File: config.mk
export PLATFORM = sky130hd
export DESIGN_NAME = chi_link_ctrl
export DESIGN_NICKNAME = d
export VERILOG_FILES = /design/src/rtl/chi_link_ctrl.sv
export SDC_FILE = /design/constraint.sdc
export NUM_CORES = 1
export LEC_CHECK = 0
export BUFFER_PORTS_ARGS = -buffer_cell sky130_fd_sc_hd__buf_2
export CAP_MARGIN = 25
export CORE_MARGIN = 2
export CORE_UTILIZATION = 40
export DETAILED_ROUTE_END_ITERATION = 10
export PLACE_DENSITY = 0.57
export SLEW_MARGIN = 20
export SYNTH_ARGS = -nofsm -noshare
export SYNTH_HDL_FRONTEND = slang
export SYNTH_SLANG_ARGS = --single-unit
File: constraint.sdc
create_clock -name clk -period 3.3 [get_ports clk]
set_clock_uncertainty 0.15 [all_clocks]
set_input_delay 0.165 -clock clk [delete_from_list [all_inputs] [get_ports clk]]
set_output_delay 0.165 -clock clk [all_outputs]
set_load 0.1 [all_outputs]
File: src/rtl/chi_link_ctrl.sv
`default_nettype none
// ============================================================================
// Module      : chi_link_ctrl
// Description : CHI link-layer controller with independent TX/RX activation
//               FSMs, per-channel L-credit tracking and sticky error flags.
// Revision    : 1.0 - initial release
// ============================================================================
module chi_link_ctrl #(
    parameter int NUM_TX_CHN = 3,
    parameter int NUM_RX_CHN = 3,
    parameter int MAX_LCRD   = 15,
    parameter int CNT_W      = 4
) (
    input  logic                  clk,
    input  logic                  resetn,
    input  logic                  tx_link_en,
    input  logic                  rx_link_en,
    output logic                  CHI_TXLINKACTIVEREQ,
    input  logic                  CHI_TXLINKACTIVEACK,
    input  logic                  CHI_RXLINKACTIVEREQ,
    output logic                  CHI_RXLINKACTIVEACK,
    input  logic [NUM_TX_CHN-1:0] tx_lcrdv,
    input  logic [NUM_TX_CHN-1:0] tx_flitv,
    output logic [NUM_TX_CHN-1:0] tx_crd_avail,
    output logic [NUM_TX_CHN-1:0] tx_crd_rtn_pend,
    input  logic [NUM_RX_CHN-1:0] rx_flitv,
    input  logic [NUM_RX_CHN-1:0] rx_buf_rdy,
    output logic [NUM_RX_CHN-1:0] rx_lcrdv,
    output logic [1:0]            tx_state,
    output logic [1:0]            rx_state,
    output logic [3:0]            err_sticky,
    input  logic                  err_clr
);

    typedef enum logic [1:0] {
        ST_STOP       = 2'd0,
        ST_ACTIVATE   = 2'd1,
        ST_RUN        = 2'd2,
        ST_DEACTIVATE = 2'd3
    } link_state_t;

    localparam logic [CNT_W-1:0] C_MAX_LCRD = CNT_W'(MAX_LCRD);

    link_state_t           r_tx_state, w_tx_state_nxt;
    link_state_t           r_rx_state, w_rx_state_nxt;
    logic                  r_tx_req;
    logic                  r_rx_ack;
    logic                  w_tx_cnt_en;
    logic [NUM_TX_CHN-1:0] w_tx_nz, w_tx_ovf, w_tx_unf, w_tx_stop_crd;
    logic [NUM_RX_CHN-1:0] w_rx_nz, w_rx_unexp;
    logic [3:0]            r_err, w_err_set;

    assign w_tx_cnt_en = (r_tx_state != ST_STOP);

    // ---------------- TX link FSM ----------------
    always_comb begin
        w_tx_state_nxt = r_tx_state;
        case (r_tx_state)
            ST_STOP:       if (tx_link_en && !CHI_TXLINKACTIVEACK) w_tx_state_nxt = ST_ACTIVATE;
            ST_ACTIVATE:   if (CHI_TXLINKACTIVEACK)                w_tx_state_nxt = ST_RUN;
            ST_RUN:        if (!tx_link_en)                        w_tx_state_nxt = ST_DEACTIVATE;
            ST_DEACTIVATE: if (!CHI_TXLINKACTIVEACK && !(|w_tx_nz)) w_tx_state_nxt = ST_STOP;
            default:       w_tx_state_nxt = ST_STOP;
        endcase
    end

    // REQ is registered from the next state so it always tracks tx_state exactly
    always_ff @(posedge clk or negedge resetn) begin
        if (!resetn) begin
            r_tx_state <= ST_STOP;
            r_tx_req   <= 1'b0;
        end else begin
            r_tx_state <= w_tx_state_nxt;
            r_tx_req   <= (w_tx_state_nxt == ST_ACTIVATE) || (w_tx_state_nxt == ST_RUN);
        end
    end

    // ---------------- TX credit counters ----------------
    for (genvar gi = 0; gi < NUM_TX_CHN; gi++) begin : g_tx_chn
        logic [CNT_W-1:0] r_cnt;
        logic             w_inc;
        logic             w_dec;

        assign w_inc             = w_tx_cnt_en && tx_lcrdv[gi] && !tx_flitv[gi];
        assign w_dec             = w_tx_cnt_en && tx_flitv[gi] && !tx_lcrdv[gi];
        assign w_tx_nz[gi]       = (r_cnt != '0);
        assign w_tx_ovf[gi]      = w_inc && (r_cnt == C_MAX_LCRD);
        assign w_tx_unf[gi]      = w_dec && (r_cnt == '0);
        assign w_tx_stop_crd[gi] = !w_tx_cnt_en && tx_lcrdv[gi];

        always_ff @(posedge clk or negedge resetn) begin
            if (!resetn) begin
                r_cnt <= '0;
            end else if (w_inc && !w_tx_ovf[gi]) begin
                r_cnt <= r_cnt + CNT_W'(1);
            end else if (w_dec && !w_tx_unf[gi]) begin
                r_cnt <= r_cnt - CNT_W'(1);
            end
        end
    end

    // ---------------- RX link FSM ----------------
    always_comb begin
        w_rx_state_nxt = r_rx_state;
        case (r_rx_state)
            ST_STOP:       if (CHI_RXLINKACTIVEREQ && rx_link_en) w_rx_state_nxt = ST_ACTIVATE;
            ST_ACTIVATE:   w_rx_state_nxt = ST_RUN;
            ST_RUN:        if (!CHI_RXLINKACTIVEREQ)              w_rx_state_nxt = ST_DEACTIVATE;
            ST_DEACTIVATE: if (!(|w_rx_nz))                       w_rx_state_nxt = ST_STOP;
            default:       w_rx_state_nxt = ST_STOP;
        endcase
    end

    always_ff @(posedge clk or negedge resetn) begin
        if (!resetn) begin
            r_rx_state <= ST_STOP;
            r_rx_ack   <= 1'b0;
        end else begin
            r_rx_state <= w_rx_state_nxt;
            r_rx_ack   <= (w_rx_state_nxt == ST_RUN) || (w_rx_state_nxt == ST_DEACTIVATE);
        end
    end

    // ---------------- RX credit issue / outstanding tracking ----------------
    for (genvar gi = 0; gi < NUM_RX_CHN; gi++) begin : g_rx_chn
        logic [CNT_W-1:0] r_g;
        logic             r_lcrdv;
        logic             w_issue;

        assign w_issue         = (r_rx_state == ST_RUN) && (r_g != C_MAX_LCRD) && rx_buf_rdy[gi];
        assign w_rx_nz[gi]     = (r_g != '0);
        assign w_rx_unexp[gi]  = rx_flitv[gi] && !w_issue && ((r_g == '0) || (r_rx_state == ST_STOP));
        assign rx_lcrdv[gi]    = r_lcrdv;

        always_ff @(posedge clk or negedge resetn) begin
            if (!resetn) begin
                r_g     <= '0;
                r_lcrdv <= 1'b0;
            end else begin
                r_lcrdv <= w_issue;
                if (w_issue && !rx_flitv[gi]) begin
                    r_g <= r_g + CNT_W'(1);
                end else if (!w_issue && rx_flitv[gi] && (r_g != '0)) begin
                    r_g <= r_g - CNT_W'(1);
                end
            end
        end
    end

    // ---------------- Sticky errors: a new event outranks a clear ----------------
    assign w_err_set = {|w_tx_stop_crd, |w_rx_unexp, |w_tx_unf, |w_tx_ovf};

    always_ff @(posedge clk or negedge resetn) begin
        if (!resetn) begin
            r_err <= 4'b0000;
        end else begin
            r_err <= (err_clr ? 4'b0000 : r_err) | w_err_set;
        end
    end

    assign CHI_TXLINKACTIVEREQ = r_tx_req;
    assign CHI_RXLINKACTIVEACK = r_rx_ack;
    assign tx_crd_avail        = (r_tx_state == ST_RUN)        ? w_tx_nz : '0;
    assign tx_crd_rtn_pend     = (r_tx_state == ST_DEACTIVATE) ? w_tx_nz : '0;
    assign tx_state            = r_tx_state;
    assign rx_state            = r_rx_state;
    assign err_sticky          = r_err;

endmodule
`default_nettype wire

# ---- Word level (Yosys, flattened, before mapping)
# Index checks and enable logic that the tools add are counted.
dict set report word_totals {
  ff_bits 37
  latchBits 0
  ram_bits 0
  romBits 0
  output_inout_bits 19
  wordCells 168
  mem_count 0
}
dict set report classes {
  n_addsub 12
  n_mul 0
  div_mod_pow 0
  n_lt_le_gt_ge 0
  eq_ne 16
  n_shift 0
  muxes 24
  bitwise_logic 1
  n_reduce_logical 101
}
# operator count
set op_table {}
lappend op_table {{$mux 4} 13}
lappend op_table {{$logic_and 1x1->1} 48}
lappend op_table {{$add 4x1->4 const B} 6}
lappend op_table {{$logic_not 4->1} 6}
lappend op_table {{$reduce_bool 4->1} 6}
lappend op_table {{$sub 4x1->4 const B} 6}
lappend op_table {{$logic_not 1->1} 21}
lappend op_table {{$reduce_or 3->1} 6}
lappend op_table {{$pmux 2 s4} 2}
lappend op_table {{$eq 2x2->1 const B} 7}
lappend op_table {{$mux 2} 7}
lappend op_table {{$reduce_bool 2->1} 7}
lappend op_table {{$eq 4x4->1 const B} 3}
lappend op_table {{$ne 4x4->1 const B} 3}
lappend op_table {{$eq 2x1->1 const B} 3}
lappend op_table {{$mux 3} 2}
lappend op_table {{$logic_or 1x1->1} 5}
lappend op_table {{$logic_not 2->1} 2}
lappend op_table {{$or 4x4->4} 1}

# ---- Depth between registers and ports, before layout
# Gate-level depths: netlist of run 1.
dict set report depth {
  word_depth 8
  mapped_depth 9
  depth_no_buf 8
}

# ---- Worst setup path after synthesis of run 1
# Ideal clock, no wire load.
dict set report synth_timing {
  path_kind {flip-flop to flip-flop}
  start {register, netlist name CHI_RXLINKACTIVEACK}
  end {register g_rx_chn[2].r_g[3]}
  setup_ps 94
  arrival_time_ps 2831
  slack_ps 225
  path_stages_with_launch 9
  path_buffers 1
  path_cell_list {dfrtp_1 > buf_2 > and4bb_2 > o21ai_0 > ha_1 > a21o_1 > a21o_1 > or3_1 > a211oi_1}
}
# item line_no
set synth_lines {}
lappend synth_lines {{end signal, assigned} 142} ;# r_g <= r_g + CNT_W'(1);
lappend synth_lines {{end signal, assigned} 144} ;# r_g <= r_g - CNT_W'(1);
lappend synth_lines {{end, declared} 126} ;# logic [CNT_W-1:0] r_g;

# ---- Worst setup path after layout of run 1
dict set report layout_timing {
  start {register g_rx_chn[2].r_g[1]}
  end {register g_rx_chn[2].r_g[3]}
}
dict set report layout_between {
  elab_chain_cells 7
  elab_cells_between_ends 13
}
# item
set layout_rtl {}
lappend layout_rtl {{branches (longest 7 deep; another with $sub 4x1->4)}}
# Parallel ways; which one is timed is not known. The select of a mux whose other input is x is not followed.
# A chain may end at the register's enable or synchronous reset.

==> results of run 1 <==
-- worst min-delay path, cell delays in order --
cell	delay (ps)
buf_2	90
nand2b_1	80
o22ai_1	70
-- stage by stage --
step / instances / total power (µW) / worst slack (ps)
after floorplan: 231 / 1640 / 225
after global placement: 335 / 1840 / 699
after detailed placement: 335 / 1850 / 656
after CTS: 346 / 2190 / 640
after global routing: 346 / 2360 / 461
final: 346 / 2170 / 649
-- cells by family after synthesis --
| kind of cell | share of synthesized area, % |
|---|---|
| AO/OA/AOI/OAI | 14.5 |
| buffers and inverters | 3.73 |
| flip-flops | 37.3 |
| adder cells (fa/ha/maj) | 11.2 |
| XOR/XNOR | 5.44 |
| AND/OR/NAND/NOR | 20.2 |
| multiplexers | 7.67 |
-- per-layer routing --
metal  up-vias  track usage [%]
met5         -                0
met4         0             5.00
met3         7             3.96
met2        39             22.2
met1       895             20.6
li1        932                -
-- synth_stat cells (2+ instances only) --
library cell	n	area share [%]
or3_1	5	1.3
a211oi_1	2	0.62
xor2_1	10	3.6
nand4b_1	4	1.5
buf_2	3	0.62
and3_1	3	0.78
nand4_1	5	1.3
and4_1	2	0.73
ha_1	12	6.2
nor2_1	17	2.6
inv_1	10	1.6
nand3_1	4	0.83
and3b_1	2	0.73
mux2_2	12	5.6
o21ai_2	4	1.5
nor3_1	5	1.0
nand2_1	4	0.62
buf_4	4	1.2
dfrtp_1	36	37
nand2b_1	6	1.6
nor4_2	3	1.6
a21o_1	7	2.2
nor3b_1	5	1.6
fa_1	6	5.0
o21ai_0	4	0.83
xnor2_1	5	1.8
o22ai_1	4	1.0
mux2i_1	5	2.1
o21ai_1	2	0.41
a21oi_1	10	2.1
o211ai_1	2	0.62
o21a_1	2	0.62
-- state kept, by name (all words and copies together), names as in the netlist --
name                 cells
g_rx_chn.r_g            12
g_tx_chn.r_cnt          12
err_sticky               4
g_rx_chn.r_lcrdv         3
tx_state                 2
CHI_RXLINKACTIVEACK      1
CHI_TXLINKACTIVEREQ      1
rx_state                 1
-- area by class of cell --
| type | count | share of cell area, % |
|---|---|---|
| Inverter | 11 | 1.49 |
| Sequential cell | 36 | 32.5 |
| Timing Repair Buffer | 40 | 7.78 |
| Multi-Input combinational cell | 176 | 51.4 |
| Tap cell | 75 | 3.39 |
| Clock inverter | 2 | 0.362 |
| Clock buffer | 6 | 2.98 |
-- worst paths after layout --
path / from / slack (ps) / depth (start not counted) / end
max: g_rx_chn[2].r_g[1] / 650 / 7 / g_rx_chn[2].r_g[3]
min in group asynchronous: resetn / 350 / 2 / rx_state[0]
min reg2reg: g_rx_chn[0].r_g[3] / 350 / 1 / g_rx_chn[0].r_g[3]
max reg2reg: g_rx_chn[2].r_g[1] / 650 / 7 / g_rx_chn[2].r_g[3]
max in group asynchronous: resetn / 2140 / 2 / err_sticky[1]
min: CHI_RXLINKACTIVEREQ / 1 / 3 / rx_state[0]
-- power by group --
group / total [µW] / switching [µW] / internal [µW]
Combinational: 991 / 545 / 447
Clock: 329 / 162 / 167
Sequential: 849 / 237 / 612
==> impl_metrics.json, run 1 <==
{
  "status": "completed",
  "setup_violations": 0,
  "yosysSeqAreaShare_pct": 37.3,
  "synth_nets": 268,
  "crit_arrival_ps": 2710,
  "finish.utilization_pct": 47.0,
  "ys.flop_type": "dfrtp_1",
  "layout.cells.most_common": "buf_2",
  "vdd_drop_max_v": 0.000439,
  "clkSlewWorstSetupHoldPaths_ps": 80,
  "ys_types": 58,
  "ctsHoldBuffers": 3,
  "cts_tree": "built",
  "seq_area_um2": 901,
  "firstDrtPassIters": 4,
  "overflow": 0,
  "slowest_delay_ps": 580,
  "wire_per_inst_um": 13.8,
  "critPathTopFamily": "compound AO/OA/AOI/OAI gates",
  "synth_warnings": 0,
  "crit_path_start_kind": "flop",
  "design_area_mm2": 0.00277,
  "initial_core_util_pct": 41.0,
  "timing.final.crit_share_pct": 80.3,
  "synthCells": 231,
  "ioPinCount": 38,
  "rsz0062_at_grt": "no",
  "antenna_found_initial": 0,
  "chipWidth_um": 81.7,
  "critPathMostFrequentCell": "a21o_1",
  "cellPowerDensity_mw_per_mm2": 784,
  "crit_chain": "nand3_1 -> o21ai_0 -> ha_1 -> a21o_1 -> a21o_1 -> or3_1 -> a211oi_1",
  "ant_nets": 0,
  "hp-class": "input port to flop",
  "syn_area_per_cell_um2": 10.5,
  "wl_met1_um": 2400,
  "grt_usage_pct": 14.8,
  "fillers": 579,
  "drc_errors": 0,
  "diodes": 0,
  "hold_violations": 0,
  "cts_resized": 0,
  "grt_max_degree": 37,
  "htree_levels": 2,
  "drive_above_1_share_pct": 25.8,
  "num_vias": 1873,
  "tightest_slew_ps": 809,
  "grt_pass1_wl_um": 7670,
  "required_ps": 3360,
  "setup.worst_path.class": "flop to flop",
  "synthArstFlopShare_pct": 100,
  "met2_length_um": 2070,
  "place_area_mm2": 0.00265,
  "fp-row-count": 28,
  "chipHeight_um": 81.7,
  "cts_buffers": 5,
  "max_freq_mhz": 377,
  "cts-root-buf": "clkbuf_8",
  "syn-cell-area_mm2": 0.00241,
  "ctsLongestPathBuffers": 2,
  "clk-insertion-delay-late_ps": 290,
  "place_congestion": 0.797,
  "hold_slack_ps": 1.30,
  "cap_violations": 0,
  "worstPathMaxFanout": 6,
  "final.setup.tns_ps": 0,
  "p_leak_uw": 0.00123,
  "slew_headroom_pct": 46.0,
  "core_area_mm2": 0.00589,
  "fin_crit_ps": 2650,
  "synth_edf_count": 0,
  "synth_seq_cells": 36,
  "drtIter0Drc": 89,
  "nets": 307,
  "top_layer": "met4",
  "clock_sinks": 36,
  "drv_slew": 0,
  "numPortBuffers": 37,
  "crit_slowest_cell": "o21ai_0",
  "cp_num_buf_inv": 0,
  "die_area_mm2": 0.00667,
  "postCtsSetupRepairBufs": 0,
  "grt_pass1_vias": 1625,
  "end_kind": "flop",
  "avgViaCountPerCell": 5.41,
  "final_cell_mix": "buf_2 (37), dfrtp_1 (36), nor2_1 (17)",
  "dp_hpwl_um": 3570,
  "area_growth_pct": 14.6,
  "dr_wl_met3_um": 209,
  "multi_input_area_mm2": 0.00142,
  "drt_wl_total_um": 4760
}
Power figures use the tool's default switching activity.
==> inputs of run 2 (changes only) <==
- PLACE_DENSITY: 0.57 -> 0.59
- clock period: 3.3 -> 2.3 ns (I/O delays scaled with it)
==> impl_metrics.json, run 2 (synthesis gave the netlist of run 1 again) <==
{
  "status": "completed",
  "required_ps": 2350,
  "initial_core_util_pct": 41.0,
  "fin_crit_ps": 2290,
  "setup.worst_path.class": "flop to flop",
  "firstDrtPassIters": 4,
  "setup_violations": 0,
  "numPortBuffers": 37,
  "place_area_mm2": 0.00287,
  "diodes": 0,
  "core_area_mm2": 0.00589,
  "worstPathMaxFanout": 8,
  "num_vias": 1917,
  "cts-root-buf": "clkbuf_8",
  "die_area_mm2": 0.00667,
  "drtIter0Drc": 48,
  "layout.cells.most_common": "buf_2",
  "slew_headroom_pct": 63.6,
  "rr_worst_depth": 7,
  "dp_hpwl_um": 3810,
  "nets": 332,
  "vdd_drop_max_v": 0.000550,
  "use_met1_pct": 22.9,
  "crit_path_start_kind": "flop",
  "rsz0062_at_grt": "yes",
  "crit_arrival_ps": 2340,
  "clkSlewWorstSetupHoldPaths_ps": 70,
  "drive_above_1_share_pct": 37.8,
  "max_freq_mhz": 437,
  "ctsLongestPathBuffers": 2,
  "ant_nets": 0,
  "cts_tree": "built",
  "critPathTopFamily": "simple AND/OR/NAND/NOR gates",
  "grt_usage_pct": 16.1,
  "drc_errors": 0,
  "tightest_slew_ps": 546,
  "hp-class": "input port to flop",
  "cap_violations": 0,
  "design_area_mm2": 0.00306,
  "chipWidth_um": 81.7,
  "grt_pass1_vias": 1798,
  "grt_max_degree": 24,
  "end_kind": "flop",
  "rr_startpoint": "rx_state[0]",
  "dpl.cell_count": 354,
  "cts_buffers": 5,
  "htree_levels": 2,
  "critPathMostFrequentCell": "a21o_1",
  "ioPinCount": 38,
  "wire_per_inst_um": 13.5,
  "avgViaCountPerCell": 5.17,
  "cp_num_buf_inv": 0,
  "p_leak_uw": 0.00136,
  "hold_violations": 0,
  "regToRegSetupSlack_ps": 9,
  "timing.final.crit_share_pct": 99.6,
  "cellPowerDensity_mw_per_mm2": 1100,
  "crit_chain": "and4bb_2 -> o21ai_2 -> ha_1 -> a21o_1 -> a21o_1 -> or3_4 -> a211oi_2",
  "use_met3_pct": 2.75,
  "final_cell_mix": "buf_2 (37), dfrtp_1 (32), buf_4 (21)",
  "clock_sinks": 36,
  "slowest_delay_ps": 510,
  "holdPathEnd": "err_sticky[3]",
  "fp-row-count": 28,
  "finalNonFillerCells": 371,
  "clk-insertion-delay-late_ps": 290,
  "place_congestion": 0.819,
  "drv_slew": 0,
  "grt_pass1_wl_um": 8290,
  "area_growth_pct": 26.7,
  "chipHeight_um": 81.7,
  "min_from": "tx_lcrdv[2]",
  "grt-busiest-layer": "met2",
  "antenna_found_initial": 0,
  "r2r-end": "g_rx_chn[2].r_g[3]",
  "fillers": 559,
  "drt_wl_total_um": 5000,
  "overflow": 0,
  "hold_depth": 3,
  "crit_slowest_cell": "dfrtp_4",
  "use_met2_pct": 24.0
}
-- run 2: how the worst max path moves through the flow --
| stage | start | end | slack [ps] | cells past startpoint |
|---|---|---|---|---|
| final | rx_state[0] | g_rx_chn[2].r_g[3] | 9 | 7 |
| after global routing | rx_state[0] | g_rx_chn[2].r_g[3] | -80 | 7 |
| after CTS | rx_state[0] | g_rx_chn[2].r_g[3] | 20 | 7 |
| after detailed placement | rx_state[0] | g_rx_chn[2].r_g[3] | 20 | 7 |
| after global placement | rx_state[0] | g_rx_chn[2].r_g[3] | 50 | 7 |
| after floorplan | tx_state[0] | tx_crd_avail[2] | -200 | 3 |
-- run 2: layer usage --
metal	vias up	wire length, µm	share of wire [%]
met4	0	139	2.8
met1	908	2550	51
met5	-	0	0
li1	976	-	-
met2	23	2180	44
met3	10	131	2.6
-- run 2: worst register-to-register path: stages, from the launching register on --
cell and delay, ps:
dfrtp_4 510, and4bb_2 340, o21ai_2 80, ha_1 270, a21o_1 170, a21o_1 180, or3_4 330, a211oi_2 180
-- run 2: per-stage QoR --
stage                     power [µW]  util [%]  hold WS [ps]  setup WS [ps]  setup TNS [ps]
final                           3350      52.0          2.48           9.19               0
after global routing            3640      52.0          38.1          -81.9           -81.9
after CTS                       3380      51.6          1.76           19.8               0
after detailed placement        2880      48.7         -2.80           21.5               0
after global placement          2850      48.7        -0.132           46.5               0
after floorplan                 2440         -          -331           -200           -1160
-- run 2: layout make-up --
type	instances	area, µm²	area share [%]
clock buffers	6	82.6	2.70
well taps	75	93.8	3.07
inverters	11	41.3	1.35
clock inverters	2	10.0	0.327
multi-input cells	176	1500	49.1
repair buffers	65	413	13.5
flip-flops and latches	36	916	29.9
-- run 2: report_power, final --
part / total (µW) / switching [µW] / leakage [µW] / internal [µW]
Combinational: 1760 / 950 / 0.000883 / 808
Clock: 462 / 223 / 0.0000510 / 239
Sequential: 1130 / 252 / 0.000426 / 879
-- run 2: what timing repair did --
action,in CTS,in global routing
setup endpoints to repair,1,4
pin swaps,2,3
hold buffers,7,0
buffers inserted,0,2
hold endpoints to repair,29,0
gates resized for setup,2,2
==> inputs of run 3 (changes only) <==
- MAX_ROUTING_LAYER: not set -> met4
==> impl_metrics.json, run 3 (synthesis gave the netlist of run 1 again) <==
{
  "min_from": "tx_lcrdv[2]",
  "grt_usage_pct": 16.6,
  "ant_nets": 0,
  "timing.final.crit_share_pct": 99.6,
  "fin_crit_ps": 2290,
  "fp-row-count": 28,
  "ctsLongestPathBuffers": 2,
  "ioPinCount": 38,
  "initial_core_util_pct": 41.0,
  "slowest_delay_ps": 510,
  "p_leak_uw": 0.00136,
  "hold_violations": 0,
  "overflow": 0,
  "rsz0062_at_grt": "yes",
  "tightest_slew_ps": 545,
  "rr_startpoint": "rx_state[0]",
  "core_area_mm2": 0.00589,
  "chipHeight_um": 81.7,
  "final_cell_mix": "buf_2 (37), dfrtp_1 (32), buf_4 (21)",
  "worstPathMaxFanout": 8,
  "layout.cells.most_common": "buf_2",
  "crit_end": "g_rx_chn[2].r_g[3]",
  "status": "completed",
  "critPathMostFrequentCell": "a21o_1",
  "required_ps": 2350,
  "crit_arrival_ps": 2340,
  "crit_slowest_cell": "dfrtp_4",
  "num_vias": 1919,
  "end_kind": "flop",
  "slew_headroom_pct": 63.7,
  "drc_errors": 0,
  "clk-insertion-delay-late_ps": 290,
  "dp_hpwl_um": 3810,
  "firstDrtPassIters": 4,
  "numPortBuffers": 37,
  "nets": 332,
  "grt_pass1_vias": 1803,
  "cellPowerDensity_mw_per_mm2": 1090,
  "drt_wl_total_um": 4990,
  "htree_levels": 2,
  "critPathTopFamily": "simple AND/OR/NAND/NOR gates",
  "crit_path_start_kind": "flop",
  "clkSlewWorstSetupHoldPaths_ps": 70,
  "grt_max_degree": 24,
  "clock_sinks": 36,
  "design_area_mm2": 0.00306,
  "rr_worst_depth": 7,
  "drtIter0Drc": 46,
  "crit_start": "rx_state[0]",
  "drv_slew": 0,
  "wire_per_inst_um": 13.5,
  "setup_violations": 0,
  "crit_chain": "and4bb_2 -> o21ai_2 -> ha_1 -> a21o_1 -> a21o_1 -> or3_4 -> a211oi_2",
  "cts_buffers": 5,
  "avgViaCountPerCell": 5.17,
  "cts_tree": "built",
  "chipWidth_um": 81.7,
  "regToRegSetupSlack_ps": 9,
  "setup.worst_path.class": "flop to flop",
  "path_depth": 7,
  "max_freq_mhz": 437,
  "diodes": 0,
  "fillers": 559,
  "grt_pass1_wl_um": 8280,
  "cts-root-buf": "clkbuf_8",
  "vdd_drop_max_v": 0.000550,
  "place_congestion": 0.831,
  "finish.utilization_pct": 52.0,
  "r2r-end": "g_rx_chn[2].r_g[3]",
  "final.setup.tns_ps": 0,
  "die_area_mm2": 0.00667,
  "place_area_mm2": 0.00287,
  "cp_num_buf_inv": 0,
  "cap_violations": 0,
  "antenna_found_initial": 0,
  "drive_above_1_share_pct": 37.8,
  "hp-class": "input port to flop",
  "area_growth_pct": 26.7
}
==> run 3: cell counts in the layout (fill, tap and decap cells not counted) <==
No cell type changed its count.
==> run 3: layout make-up <==
class	count	area [µm²]	area share, %
Multi-Input combinational cell	176	1500	49.1
Timing Repair Buffer	65	413	13.5
Clock buffer	6	82.6	2.70
Clock inverter	2	10.0	0.327
Inverter	11	41.3	1.35
Sequential cell	36	916	29.9
Tap cell	75	93.8	3.07
==> run 3: per-stage QoR <==
step	std cells	hold slack, ps	worst slack, ps	power [µW]
after floorplan	231	-331	-200	2440
after global placement	354	-0.132	46.5	2850
after detailed placement	354	-2.80	21.5	2880
after CTS	369	1.76	19.8	3380
after global routing	371	38.1	-81.9	3640
final	371	2.61	9.11	3350
==> run 3: per-layer routing <==
layer,GRT usage [%],up-vias,share of wire [%]
met2,24.0,23,44
met1,22.9,910,51
met5,-,-,0
met3,2.75,10,2.6
met4,7.17,0,2.8
li1,-,976,-
==> run 3: how the worst min path moves through the flow <==
stage,endpoint,depth (start not counted)
after detailed placement,tx_state[0],1
after CTS,err_sticky[3],3
after global placement,g_tx_chn[1].r_cnt[3],1
final,err_sticky[3],3
after floorplan,CHI_TXLINKACTIVEREQ,0
after global routing,err_sticky[3],3
==> run 3: power by group <==
part,internal [µW],switching (µW)
combinational,808,949
clock,239,223
sequential,879,252
==> run 3: tightest hold or removal path, cell delays in order <==
cell     delay [ps]
buf_2           110
nor3_1           70
o22ai_1         100
==> run 3: repair_timing <==
item,CTS,global route
cloned,0,0
setup buffers,0,2
resized for setup,2,2
hold endpoints to repair,29,0
pin swaps,2,3
hold buffers,7,0
setup endpoints to repair,1,4
